## src/rtl/fifo_stream_reader_pkg.sv

```systemverilog
// Shared types and constant helpers for fifo_stream_reader.
// Optional statistics ports are enabled by defining FIFO_STREAM_READER_STATS_EN.
package fifo_stream_reader_pkg;

    typedef enum logic [1:0] {
        StRun      = 2'd0,
        StDrain    = 2'd1,
        StIdleWait = 2'd2
    } state_e;

    // Bits needed to hold any count in 0..max_val.
    function automatic int unsigned cnt_width(input int unsigned max_val);
        return (max_val == 0) ? 1 : $clog2(max_val + 1);
    endfunction

    // Bits needed to index 0..depth-1.
    function automatic int unsigned ptr_width(input int unsigned depth);
        return (depth < 2) ? 1 : $clog2(depth);
    endfunction

    // The return pipe only supports BRAM-style latencies of 1 or 2, and the buffer must
    // absorb every outstanding read plus the word being presented.
    function automatic bit params_legal(input int unsigned rd_latency,
                                        input int unsigned obuf_depth);
        return ((rd_latency == 1) || (rd_latency == 2)) && (obuf_depth >= rd_latency + 1);
    endfunction

endpackage

```

## src/rtl/fifo_stream_reader_obuf.sv

```systemverilog
// Small register-based FIFO holding words returned from the sync_fifo until the
// consumer accepts them. Clear has priority over push and pop.
module fifo_stream_reader_obuf
    import fifo_stream_reader_pkg::*;
#(
    parameter int unsigned DATA_WIDTH = 8,
    parameter int unsigned DEPTH      = 2,
    parameter int unsigned OCC_W      = cnt_width(DEPTH)
) (
    input  logic                  clock,
    input  logic                  reset,
    input  logic                  clear,
    input  logic                  push,
    input  logic [DATA_WIDTH-1:0] wdata,
    input  logic                  pop,
    output logic [OCC_W-1:0]      occ,
    output logic [DATA_WIDTH-1:0] head
);

    localparam int unsigned PTR_W = ptr_width(DEPTH);
    localparam logic [PTR_W-1:0] LAST_PTR = PTR_W'(DEPTH - 1);

    logic [DATA_WIDTH-1:0] mem [DEPTH];
    logic [PTR_W-1:0]      wr_ptr;
    logic [PTR_W-1:0]      rd_ptr;

    // Depth need not be a power of two, so wrap explicitly.
    function automatic logic [PTR_W-1:0] bump(input logic [PTR_W-1:0] p);
        return (p == LAST_PTR) ? '0 : p + 1'b1;
    endfunction

    // Storage, pointers and occupancy; storage is reset so head reads 0 out of reset.
    always_ff @(posedge clock or negedge reset) begin
        if (!reset) begin
            wr_ptr <= '0;
            rd_ptr <= '0;
            occ    <= '0;
            for (int i = 0; i < int'(DEPTH); i++) begin
                mem[i] <= '0;
            end
        end else if (clear) begin
            wr_ptr <= '0;
            rd_ptr <= '0;
            occ    <= '0;
        end else begin
            if (push) begin
                mem[wr_ptr] <= wdata;
                wr_ptr      <= bump(wr_ptr);
            end
            if (pop) begin
                rd_ptr <= bump(rd_ptr);
            end
            if (push && !pop) begin
                occ <= occ + 1'b1;
            end else if (pop && !push) begin
                occ <= occ - 1'b1;
            end
        end
    end

    assign head = mem[rd_ptr];

endmodule

```

## src/rtl/fifo_stream_reader.sv

```systemverilog
// Drains a sync_fifo read port (rdEn strobe, data RD_LATENCY cycles later) into a
// valid/ready stream, using credit accounting so the output buffer never overflows.
// Define FIFO_STREAM_READER_STATS_EN to add the wordCount/dropCount statistics ports.
module fifo_stream_reader
    import fifo_stream_reader_pkg::*;
#(
    parameter int unsigned DATA_WIDTH = 8,
    parameter int unsigned RD_LATENCY = 1,
    parameter int unsigned OBUF_DEPTH = RD_LATENCY + 1
) (
    input  logic                  clock,
    input  logic                  reset,
    input  logic                  fifoEmpty,
    output logic                  fifoRdEn,
    input  logic [DATA_WIDTH-1:0] fifoRdData,
    input  logic                  flush,
    output logic                  mValid,
    output logic [DATA_WIDTH-1:0] mData,
    input  logic                  mReady,
    output logic                  busy
`ifdef FIFO_STREAM_READER_STATS_EN
    ,
    output logic [31:0]           wordCount,
    output logic [15:0]           dropCount
`endif
);

    localparam int unsigned CNT_W = cnt_width(OBUF_DEPTH);
    localparam logic [CNT_W:0] CREDIT_LIMIT = (CNT_W + 1)'(OBUF_DEPTH);

    if (!params_legal(RD_LATENCY, OBUF_DEPTH)) begin : g_param_check
        $error("fifo_stream_reader: illegal RD_LATENCY/OBUF_DEPTH combination");
    end

    state_e                state;
    logic [RD_LATENCY-1:0] rd_pipe;
    logic [CNT_W-1:0]      inflight;
    logic [CNT_W-1:0]      occ;
    logic [CNT_W:0]        credit_used;
    logic                  tail;
    logic                  pop;
    logic                  push;

    assign tail = rd_pipe[RD_LATENCY-1];
    assign pop  = mValid & mReady;
    // Returning words are only kept in RUN; a flush in the same cycle discards them.
    assign push = tail & (state == StRun) & ~flush;

    // Outstanding reads are exactly the set bits of the return pipe.
    always_comb begin
        inflight = '0;
        for (int i = 0; i < int'(RD_LATENCY); i++) begin
            inflight = inflight + CNT_W'(rd_pipe[i]);
        end
    end

    // A word popped this cycle frees its slot in time for a read issued now.
    assign credit_used = {1'b0, inflight} + {1'b0, occ} - (CNT_W + 1)'(pop);

    // Gated by reset so no read strobe escapes while the block is held in reset.
    assign fifoRdEn = reset & (state == StRun) & ~fifoEmpty & ~flush
                    & (credit_used < CREDIT_LIMIT);

    // Return pipe: carries each read strobe until its data is on fifoRdData.
    always_ff @(posedge clock or negedge reset) begin
        if (!reset) begin
            rd_pipe <= '0;
        end else begin
            rd_pipe <= RD_LATENCY'({rd_pipe, fifoRdEn});
        end
    end

    // Flush sequencing: drop buffered words, wait out in-flight reads, settle one cycle.
    always_ff @(posedge clock or negedge reset) begin
        if (!reset) begin
            state <= StRun;
        end else begin
            unique case (state)
                StRun:      if (flush) state <= StDrain;
                StDrain:    if (inflight == '0) state <= StIdleWait;
                StIdleWait: if (!flush) state <= StRun;
                default:    state <= StRun;
            endcase
        end
    end

    fifo_stream_reader_obuf #(
        .DATA_WIDTH (DATA_WIDTH),
        .DEPTH      (OBUF_DEPTH),
        .OCC_W      (CNT_W)
    ) u_obuf (
        .clock (clock),
        .reset (reset),
        .clear (flush),
        .push  (push),
        .wdata (fifoRdData),
        .pop   (pop),
        .occ   (occ),
        .head  (mData)
    );

    assign mValid = (occ != '0);
    assign busy   = (state != StRun) | (inflight != '0) | (occ != '0);

`ifdef FIFO_STREAM_READER_STATS_EN
    logic [CNT_W:0] drop_inc;
    logic [16:0]    drop_sum;

    // Words lost to flush: buffered words (minus one the consumer takes this cycle)
    // plus any word returning from the FIFO while not in RUN or during the flush.
    always_comb begin
        drop_inc = '0;
        if (state == StRun) begin
            if (flush) begin
                drop_inc = {1'b0, occ} - (CNT_W + 1)'(pop) + (CNT_W + 1)'(tail);
            end
        end else begin
            drop_inc = (CNT_W + 1)'(tail);
        end
    end

    assign drop_sum = {1'b0, dropCount} + 17'(drop_inc);

    // Beat counter wraps; drop counter saturates.
    always_ff @(posedge clock or negedge reset) begin
        if (!reset) begin
            wordCount <= '0;
            dropCount <= '0;
        end else begin
            wordCount <= wordCount + 32'(pop);
            dropCount <= drop_sum[16] ? 16'hFFFF : drop_sum[15:0];
        end
    end
`endif

endmodule

```

## config.mk

```make
export PLATFORM = sky130hd
export DESIGN_NAME = fifo_stream_reader
export DESIGN_NICKNAME = d
export VERILOG_FILES = /design/src/rtl/fifo_stream_reader_pkg.sv /design/src/rtl/fifo_stream_reader_obuf.sv /design/src/rtl/fifo_stream_reader.sv
export SDC_FILE = /design/constraint.sdc
export NUM_CORES = 1
export LEC_CHECK = 0
export ABC_CLOCK_PERIOD_IN_PS = 2380
export CAP_MARGIN = 40
export CORE_MARGIN = 2
export CORE_UTILIZATION = 40
export CTS_BUF_LIST = sky130_fd_sc_hd__clkbuf_2 sky130_fd_sc_hd__clkbuf_4 sky130_fd_sc_hd__clkbuf_8
export DETAILED_ROUTE_END_ITERATION = 7
export GPL_TIMING_DRIVEN = 0
export MAX_ROUTING_LAYER = met4
export PLACE_DENSITY_LB_ADDON = 0.15
export SLEW_MARGIN = 5
export SYNTH_ARGS = -nofsm -noshare
export SYNTH_HDL_FRONTEND = slang
export SYNTH_SLANG_ARGS = --single-unit
export TNS_END_PERCENT = 50
```

## constraint.sdc

```tcl
create_clock -name clock -period 2.38 [get_ports clock]
set_input_delay 0.238 -clock clock [delete_from_list [all_inputs] [get_ports clock]]
set_output_delay 0.238 -clock clock [all_outputs]
set_load 0.005 [all_outputs]
```

==> summary.txt, run 1 <==
Setup WS post-layout - -0.118 ns
CP endpoint kind - output port
Final Hold Vio Count - 0
DRT antenna net count - 0
die area - 3250 um2
TritonCTS Sinks - 23
DRT iter0 DRCs - 7
slew margin rel. - 0.588
gr ovfl total - 0
CTS tree - done
total placed cells including tap cells - 138
die width - 57.0 um
antenna cells - 0
count of maximum capacitance violations - 0
RSZ-0062 raised after global routing - yes
area grow syn2layout - 30.2%
number of cell rows - 19
Worst Max-Slew Pin Slew - 0.616 ns
Static Leak - 0.668 nW
most frequent cells in the layout - 24 x mux2_2, 22 x dfrtp_1, 21 x clkdlybuf4s50_1
Design Area, Final - 1460 um2
gpl congestion - 0.675
io pins - 24
synth unique cells - 28
IO buf count - 22
Ys Warns - 0
failing checks - setup timing
clk buf depth - 2
Vias/cell - 5.19
Pins Over Slew Limit - 0
critical path type - flop to output port
initial antenna violation count - 0
Final Skew - 0.00295 ns
syn_area_per_cell - 13.4 um2
DRC viols - 0
# H-tree levels - 1
Final Util - 0.539
first-pass GRT wire length - 3350 um
number of enable-type register cells in the synthesized netlist - 0
crit start category - flop
clk_lat worst skew - 0.30 ns
gr usage total - 0.140
status - finished with violations
DRT Pass-1 Iters - 3
vias in the first global route - 783
Net Count, Synth - 99
Final period util - 1.05
Hold Crit Class - primary input to flop
post-route setup TNS - -0.118 ns
CTS Hold Bufs - 0
Post-Layout Cell Count - 145
Seq/Total Area, Yosys - 0.513
die height - 57.0 um
Critical Path AT - 2.26 ns
Starting Density - 0.414
routed via count - 752
Final min period - 2.50 ns
DR WL/cell - 14.2 um
Root Buffer - clkbuf_4
Final nets - 130
largest net degree at the start of global routing - 14
Max VDD drop - 0.458 mV
setup violators final - 1
Reg clk slew, reported paths - 0.12 ns
Core ar. - 2710 um2
layout cells sized above 1 - 0.377
asr flop ratio synth - 1.00
cells after synthesis - 84
Filler Cell Count - 250
Routed Wire Length - 2050 um
Pwr Density - 746 nW/um2
fmax - 400 MHz
ys flop type - dfrtp_1
Mapped Area - 1120 um2
placed instance area - 1400 um2
CTS Buf Count - 3
Crit path required time - 2.14 ns
most common cell after layout, fill and taps aside - mux2_2
placed wire-length estimate - 1530 um
Yosys reg bits - 23
Max Fanout on Critical Path - 2
[Yosys cell counts (2+ instances only)]
cell      number  share of area
nor2_1         4          0.013
mux2_2        24           0.24
nand2b_1       3          0.017
nand3b_1       2          0.013
dfrtp_1       23           0.51
or2_2          2          0.011
nor4_1         2          0.011
o21ai_0        2         0.0089
xnor2_1        2          0.016
nor3b_1        2          0.013
[cell type report]
type / instances / area (um2) / area share
buffer: 3 / 22.5 / 0.0154
clock buffer: 4 / 30.0 / 0.0205
inverter: 1 / 3.75 / 0.00257
multi-input combinational: 57 / 537 / 0.367
sequential: 23 / 577 / 0.395
tap: 31 / 38.8 / 0.0265
timing repair buffer: 26 / 253 / 0.173
[power breakdown]
part,switching [mW],internal (mW),leakage (nW),total (mW)
Sequential,0.0629,0.474,0.307,0.537
Clock,0.108,0.0767,0.0184,0.185
Combinational,0.106,0.263,0.343,0.369
[flip-flops by register name, summed over array words and instances (netlist names)]
register       flops
u_obuf.mem        16
state              2
u_obuf.occ         2
rd_pipe            1
u_obuf.rd_ptr      1
u_obuf.wr_ptr      1
[kinds of logic (layout without fill, tap and decap cells)]
group / Yosys count / after routing / synth area share
adder cells (fa/ha/maj): 2 / 2 / 0.0290
AND/OR/NAND/NOR: 23 / 23 / 0.142
multiplexers: 25 / 25 / 0.250
AO/OA/AOI/OAI: 4 / 4 / 0.0201
flip-flops: 23 / 23 / 0.513
XOR/XNOR: 3 / 3 / 0.0234
buffers and inverters: 4 / 34 / 0.0234
[path summary, 6_finish.rpt]
check / startpoint / endpoint / slack [ns] / cells after the start
worst max-delay path: u_obuf.occ[1] / fifoRdEn / -0.12 / 7
max in group asynchronous: reset / u_obuf.occ[1] / 1.57 / 2
worst min register to register: u_obuf.mem[7] / u_obuf.mem[7] / 0.51 / 1
worst max register to register: u_obuf.occ[1] / rd_pipe / 0.49 / 6
min in group asynchronous: reset / u_obuf.mem[12] / 0.30 / 1
worst min-delay path: flush / u_obuf.wr_ptr / 0.16 / 2
[worst max-delay path, stage by stage (launching register included)]
cell and delay, ns:
dfrtp_2 0.42, o21a_1 0.19, ha_1 0.27, nand2b_4 0.14
fa_2 0.51, nand3b_1 0.09, nor4_2 0.17, buf_2 0.16
[routing by layer]
layer	track usage	wire, um	part of all wire	vias to the layer above
li1	-	-	-	354
met1	0.148	858	0.42	382
met2	0.245	1090	0.53	12
met3	0.0363	80	0.039	4
met4	0.0598	24	0.012	0
met5	-	0	0	-
[repair_timing]
action | in CTS | in global routing
setup endpoints to repair | 1 | 1
setup buffers | 3 | 0
endpoints found under the hold margin | 0 | 0
pin swaps | 2 | 0
gates cloned | 0 | 0
resized for setup | 8 | 0
[per-stage QoR]
step / total power, mW / setup slack, ns / hold WS [ns]
detailed placement: 0.916 / -0.612 / 0.488
floorplan: 0.711 / 0.234 / -0.0576
global route: 1.16 / -0.232 / 0.141
CTS: 1.11 / -0.139 / 0.155
finish: 1.09 / -0.118 / 0.164
global placement: 0.897 / -0.558 / 0.481
(Power assumes the default switching activity.)
==> inputs of run 2 (changes only) <==
ABC_AREA = 1   (was not set)
ABC_CLOCK_PERIOD_IN_PS = not set   (was 2380)
CTS_CLUSTER_SIZE = 20   (was not set)
==> summary.txt, run 2 <==
die area - 3460 um2 (+6.7%)
CTS Hold Bufs - 0 (unchanged)
gr ovfl total - 0 (unchanged)
top flop regs - u_obuf.mem x16, state x2, u_obuf.occ x2
Setup WS post-layout - -0.189 ns (-0.0705 ns)
routed via count - 1,007 (+34%)
ranking of synthesized cells by area - dfrtp_1 48%, nand2_1 17%, o21ai_2 12%
status - finished with violations
Starting Density - 0.429 (+0.0150)
io pins - 24 (unchanged)
number of enable-type register cells in the synthesized netlist - 0 (unchanged)
hold_ws - 0.269 ns (+0.105 ns)
die width - 58.9 um (+3.3%)
Pins Over Slew Limit - 0 (unchanged)
IO buf count - 23 (+4.5%)
DR WL/cell - 12.2 um (-14%)
Seq/Total Area, Yosys - 0.478 (-0.0347)
slew margin rel. - 0.625 (+0.0365)
die height - 58.9 um (+3.3%)
most common cell after layout, fill and taps aside - nand2_1
Net Count, Synth - 155 (+57%)
fmax - 389 MHz (-2.7%)
Crit path required time - 2.14 ns (about the same)
antenna cells - 0 (unchanged)
clk_lat worst skew - 0.31 ns (about the same)
post-route setup TNS - -0.189 ns (-0.0705 ns)
failing checks - DRC, setup timing
largest area contributor in the netlist - dfrtp_1
max FFs per register - 16 (unchanged)
synth unique cells - 22 (-21%)
number of cell rows - 19 (unchanged)
critical path type - flop to output port
Worst Max-Slew Pin Slew - 0.561 ns (-0.0546 ns)
DRC viols - 1 (+1)
count of maximum capacitance violations - 0 (unchanged)
setup violators final - 1 (unchanged)
Final min period - 2.57 ns (+0.0705 ns)
Pwr Density - 880 nW/um2 (+18%)
DRT antenna net count - 0 (unchanged)
Final Hold Vio Count - 0 (unchanged)
Hold Crit Class - primary input to asynchronous set/reset pin
largest net degree at the start of global routing - 15 (+1)
Routed Wire Length - 2510 um (+22%)
crit start category - flop
Reg with most FFs - u_obuf.mem
Max Fanout on Critical Path - 2 (unchanged)
Mapped Area - 1200 um2 (+7.2%)
CTS Buf Count - 3 (unchanged)
CP endpoint kind - output port
area grow syn2layout - 33.6%
Final Skew - 0.0150 ns (+0.0120 ns)
count leader, synth - nand2_1
footprint of the flip-flops and latches - 577 um2 (unchanged)
most frequent cells in the layout - 52 x nand2_1, 22 x clkdlybuf4s50_1, 22 x dfrtp_1
first-pass GRT wire length - 4350 um (+30%)
Final Util - 0.573 (+0.0339)
Final nets - 190 (+46%)
ys flop type - dfrtp_1
Filler Cell Count - 256 (+2.4%)
synth cell count leaders - 53 x nand2_1, 23 x dfrtp_1, 18 x inv_1
initial antenna violation count - 0 (unchanged)
syn_area_per_cell - 8.60 um2 (-36%)
Core ar. - 2810 um2 (+3.5%)
clk buf depth - 2 (unchanged)
# H-tree levels - 1 (unchanged)
RSZ-0062 raised after global routing - yes
Critical Path AT - 2.33 ns (+0.07 ns)
asr flop ratio synth - 1.00 (unchanged)
DRT iter0 DRCs - 29 (+22)
placed wire-length estimate - 1760 um (+16%)
layout cells sized above 1 - 0.247 (-0.130)
Root Buffer - clkbuf_4
Ys Warns - 0 (unchanged)
footprint of the multi-input gates - 559 um2 (+4.2%)
DRT Pass-1 Iters - 8 (+5)
Yosys reg bits - 23 (unchanged)
cells after synthesis - 140 (+67%)
Max VDD drop - 0.401 mV (-13%)
Static Leak - 0.796 nW (+19%)
Vias/cell - 4.91 (-5.3%)
gr usage total - 0.172 (+0.0321)
CTS tree - done
Yosys top cell area share - 0.478 (-0.0347)
Reg clk slew, reported paths - 0.13 ns (about the same)
gpl congestion - 0.733 (+8.7%)
vias in the first global route - 976 (+25%)
TritonCTS Sinks - 23 (unchanged)
Final period util - 1.08 (+0.0296)
-- run 2: changes by cell type after synthesis, sizes merged, moves of 7 or more --
cell	before	now
nand3	0	7
o21ai	2	17
inv	1	18
nand2	1	54
mux2	24	0
-- run 2: path summary, 6_finish.rpt --
check / endpoint / cells past startpoint / slack [ns] / start
setup reg to reg: rd_pipe / 8 / 0.33 / u_obuf.occ[1]
max in group asynchronous: u_obuf.mem[14] / 2 / 1.61 / reset
hold reg to reg: u_obuf.mem[1] / 2 / 0.49 / u_obuf.mem[1]
hold / removal: rd_pipe / 1 / 0.27 / reset
min in group clock: u_obuf.mem[1] / 2 / 0.49 / u_obuf.mem[1]
setup / recovery: fifoRdEn / 8 / -0.19 / u_obuf.occ[1]
-- run 2: where the power goes --
group / switching (mW) / leakage (nW) / total [mW] / internal, mW
logic: 0.298 / 0.468 / 0.662 / 0.364
registers: 0.0708 / 0.309 / 0.564 / 0.493
clock network: 0.112 / 0.0184 / 0.188 / 0.0768
total: 0.480 / 0.796 / 1.41 / 0.934
-- run 2: timing repair --
action | CTS | global route
setup buffers | 4 | 2
cloned | 0 | 0
gates resized for setup | 12 | 2
endpoints found under the setup margin | 2 | 1
pin swaps | 5 | 4
-- run 2: area by class of cell --
type,instances,area share
Buffer,4,0.0288
Clock buffer,4,0.0187
Inverter,18,0.0420
Multi-Input combinational cell,95,0.348
Sequential cell,23,0.359
Tap cell,31,0.0241
Timing Repair Buffer,30,0.180
-- run 2: worst max-delay path, stage by stage (launching register included) --
cell and delay [ns]:
dfrtp_2 0.45, nor2_4 0.14, nor2_4 0.05, ha_4 0.20, or2_4 0.22, fa_1 0.50, nand2_2 0.07, nor4_4 0.24
buf_2 0.15
-- run 2: layer usage --
metal,GRT usage,vias to the layer above,part of all wire
li1,-,506,-
met1,0.214,479,0.45
met2,0.279,18,0.50
met3,0.0418,4,0.037
met4,0.0455,0,0.0084
met5,-,-,0
-- run 2: logic make-up (layout without fill, tap and decap cells) --
group | Yosys count | in the layout | share of synthesized area
and+or+nand+nor | 71 | 71 | 0.252
adders and majority gates | 2 | 2 | 0.0270
xor gates and xnor gates | 1 | 1 | 0.00728
buffers and inverters | 22 | 56 | 0.0946
DFF | 23 | 23 | 0.478
AOI/OAI and AO/OA | 21 | 21 | 0.141
-- run 2: metrics by stage --
stage | area (um2) | cells | total power, mW | setup slack (ns)
2_1_floorplan | 1210 | 140 | 0.881 | 0.0275
3_3_place_gp | 1480 | 194 | 1.13 | -0.755
3_5_place_dp | 1490 | 195 | 1.16 | -0.775
4_1_cts | 1580 | 203 | 1.41 | -0.295
5_1_grt | 1610 | 205 | 1.54 | -0.322
6_report | 1610 | 205 | 1.41 | -0.189
==> inputs of run 3 (changes only) <==
PLACE_DENSITY_LB_ADDON = 0.25   (was 0.15)
==> summary.txt, run 3 (same netlist as run 2, synthesis figures left out) <==
TritonCTS Sinks - 23 (unchanged)
layout cells sized above 1 - 0.233 (-0.0146)
Reg clk slew, reported paths - 0.13 ns (about the same)
setup violators final - 1 (unchanged)
number of cell rows - 19 (unchanged)
Starting Density - 0.429 (unchanged)
Crit path required time - 2.14 ns (about the same)
Core ar. - 2810 um2 (unchanged)
Critical Path AT - 2.44 ns (+0.11 ns)
most frequent cells in the layout - 53 x nand2_1, 22 x clkdlybuf4s50_1, 22 x dfrtp_1
Final Skew - 0.00422 ns (-0.0108 ns)
routed via count - 1,011 (+0.40%)
# H-tree levels - 1 (unchanged)
Reg with most FFs - u_obuf.mem
Pwr Density - 882 nW/um2 (+0.23%)
Pins Over Slew Limit - 0 (unchanged)
largest net degree at the start of global routing - 16 (+1)
Static Leak - 0.783 nW (-1.7%)
Worst Max-Slew Pin Slew - 0.505 ns (-0.0568 ns)
clk buf depth - 2 (unchanged)
gpl congestion - 0.751 (+2.4%)
Design Area, Final - 1580 um2 (-2.0%)
fmax - 374 MHz (-4.0%)
gr usage total - 0.178 (+0.00642)
Max VDD drop - 0.561 mV (+40%)
io pins - 24 (unchanged)
Clock power frac - 0.136 (+0.003)
clk_lat worst skew - 0.32 ns (about the same)
IO buf count - 23 (unchanged)
hold_ws - 0.232 ns (-0.0367 ns)
status - finished with violations
initial antenna violation count - 0 (unchanged)
DRT Pass-1 Iters - 6 (-2)
DR WL/cell - 12.2 um (-0.26%)
Max Fanout on Critical Path - 2 (unchanged)
placed wire-length estimate - 1810 um (+2.4%)
max FFs per register - 16 (unchanged)
CTS Buf Count - 3 (unchanged)
CTS Hold Bufs - 0 (unchanged)
slew margin rel. - 0.663 (+0.0380)
switching share of power - 0.347 (+0.00732)
die width - 58.9 um (unchanged)
first-pass GRT wire length - 4460 um (+2.4%)
vias in the first global route - 1,009 (+3.4%)
crit start category - flop
RSZ-0062 raised after global routing - yes
Final min period - 2.67 ns (+0.106 ns)
DRC viols - 1 (unchanged)
placed instance area - 1490 um2 (unchanged)
total placed cells including tap cells - 195 (unchanged)
Combinational Power Share - 0.458 (-0.010)
area grow syn2layout - 30.9%
Post-Layout Cell Count - 203 (-0.98%)
Final nets - 188 (-1.1%)
Vias/cell - 4.98 (+1.4%)
count of maximum capacitance violations - 0 (unchanged)
Setup WS post-layout - -0.295 ns (-0.106 ns)
top flop regs - u_obuf.mem x16, state x2, u_obuf.occ x2
DRT antenna net count - 0 (unchanged)
die area - 3460 um2 (unchanged)
Tot Pwr - 1.39 mW (-1.8%)
Hold Crit Class - primary input to asynchronous set/reset pin
Routed Wire Length - 2480 um (-1.2%)
Final period util - 1.12 (+0.0444)
CTS tree - done
die height - 58.9 um (unchanged)
CP endpoint kind - output port
gr ovfl total - 0 (unchanged)
sw power - 482 uW (+0.31%)
DRT iter0 DRCs - 35 (+21%)
antenna cells - 0 (unchanged)
Final Hold Vio Count - 0 (unchanged)
Root Buffer - clkbuf_4
Final Util - 0.562 (-0.0116)
Pint - 907 uW (-2.9%)
Seq pwr share - 0.405 (+0.006)
critical path type - flop to output port
most common cell after layout, fill and taps aside - nand2_1
failing checks - DRC, setup timing
==> run 3: changes by cell type in the layout (fill, tap and decap cells not counted), sizes merged <==
| cell | before | now |
|---|---|---|
| buf | 11 | 9 |
| clkbuf | 5 | 4 |
| clkinv | 0 | 1 |
==> run 3: final timing paths <==
path,startpoint,endpoint,slack (ns),depth (start not counted)
setup / recovery,u_obuf.occ[0],fifoRdEn,-0.29,8
hold / removal,reset,u_obuf.mem[15],0.23,1
setup reg to reg,u_obuf.occ[0],rd_pipe,0.33,7
hold reg to reg,u_obuf.mem[3],u_obuf.mem[3],0.50,2
max in group asynchronous,reset,u_obuf.occ[1],1.67,2
min in group clock,fifoEmpty,rd_pipe,0.47,2
==> run 3: worst max-delay path: stages, from the launching register on <==
cell and delay [ns]:
dfrtp_1 0.43, nor2_4 0.16, nor2_4 0.06, ha_4 0.20, or2_4 0.23, fa_1 0.53
nand2_1 0.06, nor4_2 0.27, buf_2 0.16
==> run 3: per-stage QoR <==
step	worst slack [ns]	setup TNS (ns)
2_1_floorplan	0.0275	0
3_3_place_gp	-0.741	-0.805
6_report	-0.295	-0.295
5_1_grt	-0.412	-0.412
4_1_cts	-0.284	-0.284
3_5_place_dp	-0.782	-0.891
==> run 3: power by group through the flow <==
stage               Sequential (mW)  Clock [mW]  Combinational, mW
floorplan                     0.559           0              0.323
global placement              0.567           0              0.567
detailed placement            0.574           0              0.587
CTS                           0.563       0.196              0.644
global route                  0.579       0.214              0.719
finish                        0.563       0.190              0.636
==> run 3: layout make-up <==
cell class / count / area [um2]
buffer: 4 / 46.3
clock buffer: 3 / 22.5
clock inverter: 1 / 5.00
fill: 282 / 1230
inverter: 18 / 67.6
multi-input combinational: 95 / 548
sequential: 23 / 577
tap: 31 / 38.8
timing repair buffer: 28 / 270
==> run 3: metal layers <==
metal,part of all wire,GRT usage
met3,0.031,0.0330
met1,0.45,0.213
met2,0.50,0.292
met4,0.021,0.0779
met5,0,-
==> run 3: timing repair <==
action / in CTS / in global routing
pin swaps: 5 / 0
endpoints found under the setup margin: 2 / 1
setup buffers: 4 / 0
gates resized for setup: 11 / 0
